File: config.mk
export PLATFORM = sky130hd
export DESIGN_NAME = mac_row_feeder
export DESIGN_NICKNAME = d
export VERILOG_FILES = /design/src/rtl/mac_row_feeder.sv
export SDC_FILE = /design/constraint.sdc
export NUM_CORES = 1
export LEC_CHECK = 0
export ABC_AREA = 1
export BUFFER_PORTS_ARGS = -buffer_cell sky130_fd_sc_hd__buf_2
export CELL_PAD_IN_SITES_DETAIL_PLACEMENT = 1
export CELL_PAD_IN_SITES_GLOBAL_PLACEMENT = 2
export CORE_ASPECT_RATIO = 0.6
export CORE_MARGIN = 3
export CORE_UTILIZATION = 42
export CTS_BUF_LIST = sky130_fd_sc_hd__clkbuf_4
export CTS_CLUSTER_DIAMETER = 50
export DETAILED_ROUTE_END_ITERATION = 7
export GPL_ROUTABILITY_DRIVEN = 0
export PLACE_DENSITY = 0.86
export SETUP_SLACK_MARGIN = 0.4
export SYNTH_ARGS = -nofsm -noshare
export SYNTH_HDL_FRONTEND = slang
export SYNTH_SLANG_ARGS = --single-unit
File: constraint.sdc
create_clock -name clk -period 5.2 [get_ports clk]
set_clock_uncertainty 0.2 [all_clocks]
set_input_delay 0 -clock clk [delete_from_list [all_inputs] [get_ports clk]]
set_output_delay 0 -clock clk [all_outputs]
set_load 0.01 [all_outputs]
File: src/rtl/mac_row_feeder.sv
// West-edge feeder for one systolic MAC row: buffers loader words in a FIFO and
// drives tile 0 with a kernel-load burst followed by execute streams.
module mac_row_feeder #(
    parameter int bw    = 4,
    parameter int col   = 8,
    parameter int depth = 16
) (
    input  logic          clk,
    input  logic          reset,
    input  logic          wr,
    input  logic [bw-1:0] in,
    input  logic          cmd_load,
    input  logic          cmd_exec,
    input  logic [7:0]    exec_len,
    output logic [bw-1:0] out_e,
    output logic [1:0]    inst_e,
    output logic          full,
    output logic          empty,
    output logic          busy,
    output logic          loaded,
    output logic          done
);
    localparam int aw  = $clog2(depth);
    localparam int cw  = aw + 1;
    localparam int bcw = $clog2(col + 1);

    localparam logic [1:0] st_idle = 2'd0;
    localparam logic [1:0] st_load = 2'd1;
    localparam logic [1:0] st_exec = 2'd2;
    localparam logic [1:0] st_gap  = 2'd3;

    localparam logic [1:0] inst_nop  = 2'b00;
    localparam logic [1:0] inst_kern = 2'b01;
    localparam logic [1:0] inst_run  = 2'b10;

    logic [bw-1:0]  mem [depth];
    logic [aw-1:0]  wr_ptr_reg, rd_ptr_reg;
    logic [cw-1:0]  count_reg, count_next;
    logic           full_reg, empty_reg;
    logic           push, pop;
    logic [bw-1:0]  head;

    logic [1:0]     state_reg, state_next;
    logic [bw-1:0]  out_e_reg, out_e_next;
    logic [1:0]     inst_e_reg, inst_e_next;
    logic           done_reg, done_next;
    logic           loaded_reg, loaded_next;
    logic           load_pend_reg, load_pend_next;
    logic           exec_pend_reg, exec_pend_next;
    logic [7:0]     remain_reg, remain_next;
    logic [bcw-1:0] beat_reg, beat_next;

    // A full FIFO drops the push even when a pop frees a slot in the same cycle.
    assign push       = wr && !full_reg;
    assign head       = mem[rd_ptr_reg];
    assign count_next = count_reg + cw'(push) - cw'(pop);

    always_ff @(posedge clk) begin
        if (push) begin
            mem[wr_ptr_reg] <= in;
        end
    end

    always_ff @(posedge clk) begin
        if (reset) begin
            wr_ptr_reg <= '0;
            rd_ptr_reg <= '0;
            count_reg  <= '0;
            full_reg   <= 1'b0;
            empty_reg  <= 1'b1;
        end else begin
            if (push) begin
                wr_ptr_reg <= wr_ptr_reg + aw'(1);
            end
            if (pop) begin
                rd_ptr_reg <= rd_ptr_reg + aw'(1);
            end
            count_reg <= count_next;
            full_reg  <= (count_next == cw'(depth));
            empty_reg <= (count_next == '0);
        end
    end

    // The state names what the output register shows; each pop loads out_e directly.
    always_comb begin
        state_next     = state_reg;
        pop            = 1'b0;
        out_e_next     = out_e_reg;
        inst_e_next    = inst_nop;
        done_next      = 1'b0;
        loaded_next    = loaded_reg;
        load_pend_next = load_pend_reg;
        exec_pend_next = exec_pend_reg;
        remain_next    = remain_reg;
        beat_next      = beat_reg;
        case (state_reg)
            st_idle: begin
                if (load_pend_reg) begin
                    // Wait for a whole kernel so the burst never stalls mid-way.
                    if (count_reg >= cw'(col)) begin
                        pop            = 1'b1;
                        out_e_next     = head;
                        inst_e_next    = inst_kern;
                        beat_next      = bcw'(1);
                        load_pend_next = 1'b0;
                        state_next     = st_load;
                    end
                end else if (exec_pend_reg) begin
                    exec_pend_next = 1'b0;
                    if (remain_reg == 8'd0) begin
                        done_next  = 1'b1;
                        state_next = st_gap;
                    end else begin
                        state_next = st_exec;
                        if (!empty_reg) begin
                            pop         = 1'b1;
                            out_e_next  = head;
                            inst_e_next = inst_run;
                            remain_next = remain_reg - 8'd1;
                        end
                    end
                end else if (cmd_load) begin
                    if (!loaded_reg) begin
                        load_pend_next = 1'b1;
                    end
                end else if (cmd_exec && loaded_reg) begin
                    exec_pend_next = 1'b1;
                    remain_next    = exec_len;
                end
            end
            st_load: begin
                if (beat_reg < bcw'(col)) begin
                    pop         = 1'b1;
                    out_e_next  = head;
                    inst_e_next = inst_kern;
                    beat_next   = beat_reg + bcw'(1);
                end else begin
                    done_next   = 1'b1;
                    loaded_next = 1'b1;
                    state_next  = st_gap;
                end
            end
            st_exec: begin
                if (remain_reg == 8'd0) begin
                    done_next  = 1'b1;
                    state_next = st_gap;
                end else if (!empty_reg) begin
                    pop         = 1'b1;
                    out_e_next  = head;
                    inst_e_next = inst_run;
                    remain_next = remain_reg - 8'd1;
                end
            end
            default: begin
                state_next = st_idle;
            end
        endcase
    end

    always_ff @(posedge clk) begin
        if (reset) begin
            state_reg     <= st_idle;
            out_e_reg     <= '0;
            inst_e_reg    <= inst_nop;
            done_reg      <= 1'b0;
            loaded_reg    <= 1'b0;
            load_pend_reg <= 1'b0;
            exec_pend_reg <= 1'b0;
            remain_reg    <= '0;
            beat_reg      <= '0;
        end else begin
            state_reg     <= state_next;
            out_e_reg     <= out_e_next;
            inst_e_reg    <= inst_e_next;
            done_reg      <= done_next;
            loaded_reg    <= loaded_next;
            load_pend_reg <= load_pend_next;
            exec_pend_reg <= exec_pend_next;
            remain_reg    <= remain_next;
            beat_reg      <= beat_next;
        end
    end

    assign out_e  = out_e_reg;
    assign inst_e = inst_e_reg;
    assign full   = full_reg;
    assign empty  = empty_reg;
    assign busy   = (state_reg != st_idle) || load_pend_reg || exec_pend_reg;
    assign loaded = loaded_reg;
    assign done   = done_reg;
endmodule
==> metrics.csv <==
metric,value,unit
path_clk_slew,170,ps
htree_levels,3,
yosys-top-cells-area,"edfxtp_1, dfxtp_1, nand2_1",
cts_tree,done,
grt_pass1_wl,21500,um
vias_per_cell,5.11,
cts_setup_buffers,0,
worstMarginPinSlew,995,ps
post-route-drc-count,0,
r2r_slack,1990,ps
drt_wl_total,13200,um
slew_headroom,33.6,%
rsz0062_at_grt,no,
overflow,0,
syn_inst,557,
crit_fanout,9,
syn_area,4910,um^2
yosysTopAreaCell,edfxtp_1,
slew_viol_final,0,
min_path_type,input pin to register,
ioPinCount,28,
track_usage,20.7,%
synth-xor-area-share,1.78,%
cts_num_sinks,107,
p_seq_share,40.9,%
synth_top_family_by_area,simple AND/OR/NAND/NOR gates,
synthMuxAreaShare,0,%
multi_input_area,1810,um^2
p_leak,2.32,nW
clkPwrFrac,16.1,%
cts_buffers,9,
final_util,50.3,%
die-area,13100,um^2
period_share,61.8,%
wl_per_cell,17.3,um
drt_iter0_markers,236,
p_comb_share,43.0,%
die_y,89.8,um
yosysWarnings,0,
cp-startpoint,state_reg[0],
antenna_found_initial,0,
core_region_area,11000,um^2
endpoint_kind,register,
crit_type,register to register,
hold_viol_final,0,
synth_nets,591,
r2r_start,state_reg[0],
worstPathRequired,5330,ps
status,finished clean,
post-route-min-period,3210,ps
num_vias,3901,
first_pass_iters,4,
power_density,473,nW/um^2
swShare,43.8,%
yosys.area_share.simple,22.7,%
critical_path_arrival,3340,ps
cts_root_buf,clkbuf_4,
max_cap_viol_count,0,
p_switching,0.00114,W
synthAdderAreaFrac,4.49,%
worst_r2r_path_depth,17,
largest_reg_flops,64,
vdd_drop_max,0.000153,V
syn_area_per_cell,8.81,um^2
rows,29,
initial_core_util,44.8,%
cts.path.max_buffers,2,
synth_compound_area_share,7.85,%
stdcell_count,763,
synth_cell_type_count,31,
setup_viol,0,
clk_latency,470,ps
crit_path_end,empty,
antenna_left,0,
cts_hold_buffers,19,
dpl.hpwl,9620,um
rr_endpoint,empty,
fmax,0.311,GHz
internal-power,0.00147,W
dp.cells,727,
area_delta_synth_final,12.4,%
tns,0,ps
yosysTopAreaCellShare,39.1,%
grt_pass1_vias,4057,
grt_max_degree,36,
finalInstanceArea,5520,um^2
cp-start-kind,register,
ys_ff_latch,107,
die-width,146,um
drive_above_1_share,9.23,%
placed_area,5180,um^2
seqCellArea,2780,um^2
io_buffers,27,
fin_nets,636,
ys_seq_area_share,56.7,%
fillers,1310,
ctsResizeCount,0,
through the flow:
| step | hold WS (ps) | worst slack (ps) | power, W |
|---|---|---|---|
| after detailed placement | 87.8 | 2000 | 0.00218 |
| final | 146 | 1990 | 0.00261 |
| after global routing | 154 | 1710 | 0.00283 |
| after CTS | 102 | 1990 | 0.00262 |
| after global placement | 65.9 | 2230 | 0.00213 |
| after floorplan | -121 | 2510 | 0.00185 |
per-layer routing:
| metal | vias to the layer above | share of wire (%) | GRT usage, % | wire length (um) |
|---|---|---|---|---|
| met3 | 9 | 4.4 | 4.27 | 587 |
| met4 | 0 | 0.58 | 3.32 | 76 |
| met5 | - | 0 | 0 | 0 |
| li1 | 1909 | - | - | - |
| met2 | 74 | 41 | 30.1 | 5450 |
| met1 | 1909 | 54 | 32.2 | 7100 |
cells by family after synthesis:
family	Yosys count
simple gates	271
flops	107
buf+inv	81
compound gates	71
fa+ha+maj	17
xor+xnor	10
power by group through the flow:
stage                     clock (W)  combinational (W)  sequential [W]
after global routing       0.000466            0.00128         0.00108
after global placement            0            0.00105         0.00108
after detailed placement          0            0.00109         0.00109
after floorplan                   0           0.000774         0.00107
final                      0.000421            0.00112         0.00107
after CTS                  0.000435            0.00112         0.00107
final cells by class:
| type | count | area share, % |
|---|---|---|
| diodes | 1 | 0.0454 |
| clock buffers | 9 | 1.22 |
| clock inverters | 7 | 1.32 |
| inverters | 68 | 4.63 |
| multi-input cells | 369 | 32.8 |
| flip-flops and latches | 107 | 50.4 |
| well taps | 155 | 3.52 |
| repair buffers | 47 | 6.03 |
worst max-delay path, stage by stage (launching register included):
cell      delay (ps)
dfxtp_1          380
inv_1            100
ha_1             310
nand2_2          120
o21bai_2         160
nand3_1          160
nand2_2          140
nand2_4          100
nor2_2           140
inv_1             70
nand2_1           70
ha_1             160
inv_1             50
fa_1             390
nor2_1           120
a211oi_1          60
xor2_1           200
o21ai_0          140
Yosys cell counts:
library cell,instances
inv_2,1
nor3_1,3
clkbuf_1,4
ha_1,16
nand4_1,4
o21bai_2,1
nand2_2,3
fa_1,1
a21oi_1,38
nor2_2,2
nor2_1,44
clkinv_1,1
o211ai_1,2
nand2_1,165
edfxtp_1,64
nand3_1,47
xnor2_1,1
o21ai_2,2
a31oi_2,1
buf_4,1
o21ai_0,22
a31oi_1,1
a211oi_1,1
buf_2,8
nand3b_1,1
or2_2,1
nand2_4,1
inv_1,66
o21ai_1,3
xor2_1,9
dfxtp_1,43
worst min-delay path by stage:
stage | start | end | cells after the start
after floorplan | reset | wr_ptr_reg[0] | 1
after global placement | exec_len[2] | remain_reg[2] | 3
after detailed placement | exec_len[3] | remain_reg[3] | 3
after CTS | exec_len[4] | remain_reg[4] | 4
after global routing | exec_len[5] | remain_reg[5] | 4
final | exec_len[4] | remain_reg[4] | 4
cells in the final DEF (no fill, tap or decap), types with 3 or more instances in the layout:
cell	instances
a21oi_1	38
buf_2	27
clkbuf_4	9
clkinv_4	3
dfxtp_1	43
dlygate4sd3_1	19
edfxtp_1	64
ha_1	16
inv_1	66
nand2_1	165
nand2_2	3
nand3_1	47
nand4_1	4
nor2_1	44
nor3_1	3
o21ai_0	22
o21ai_1	3
xor2_1	9
Note: power is estimated with default switching activity, not from simulation.
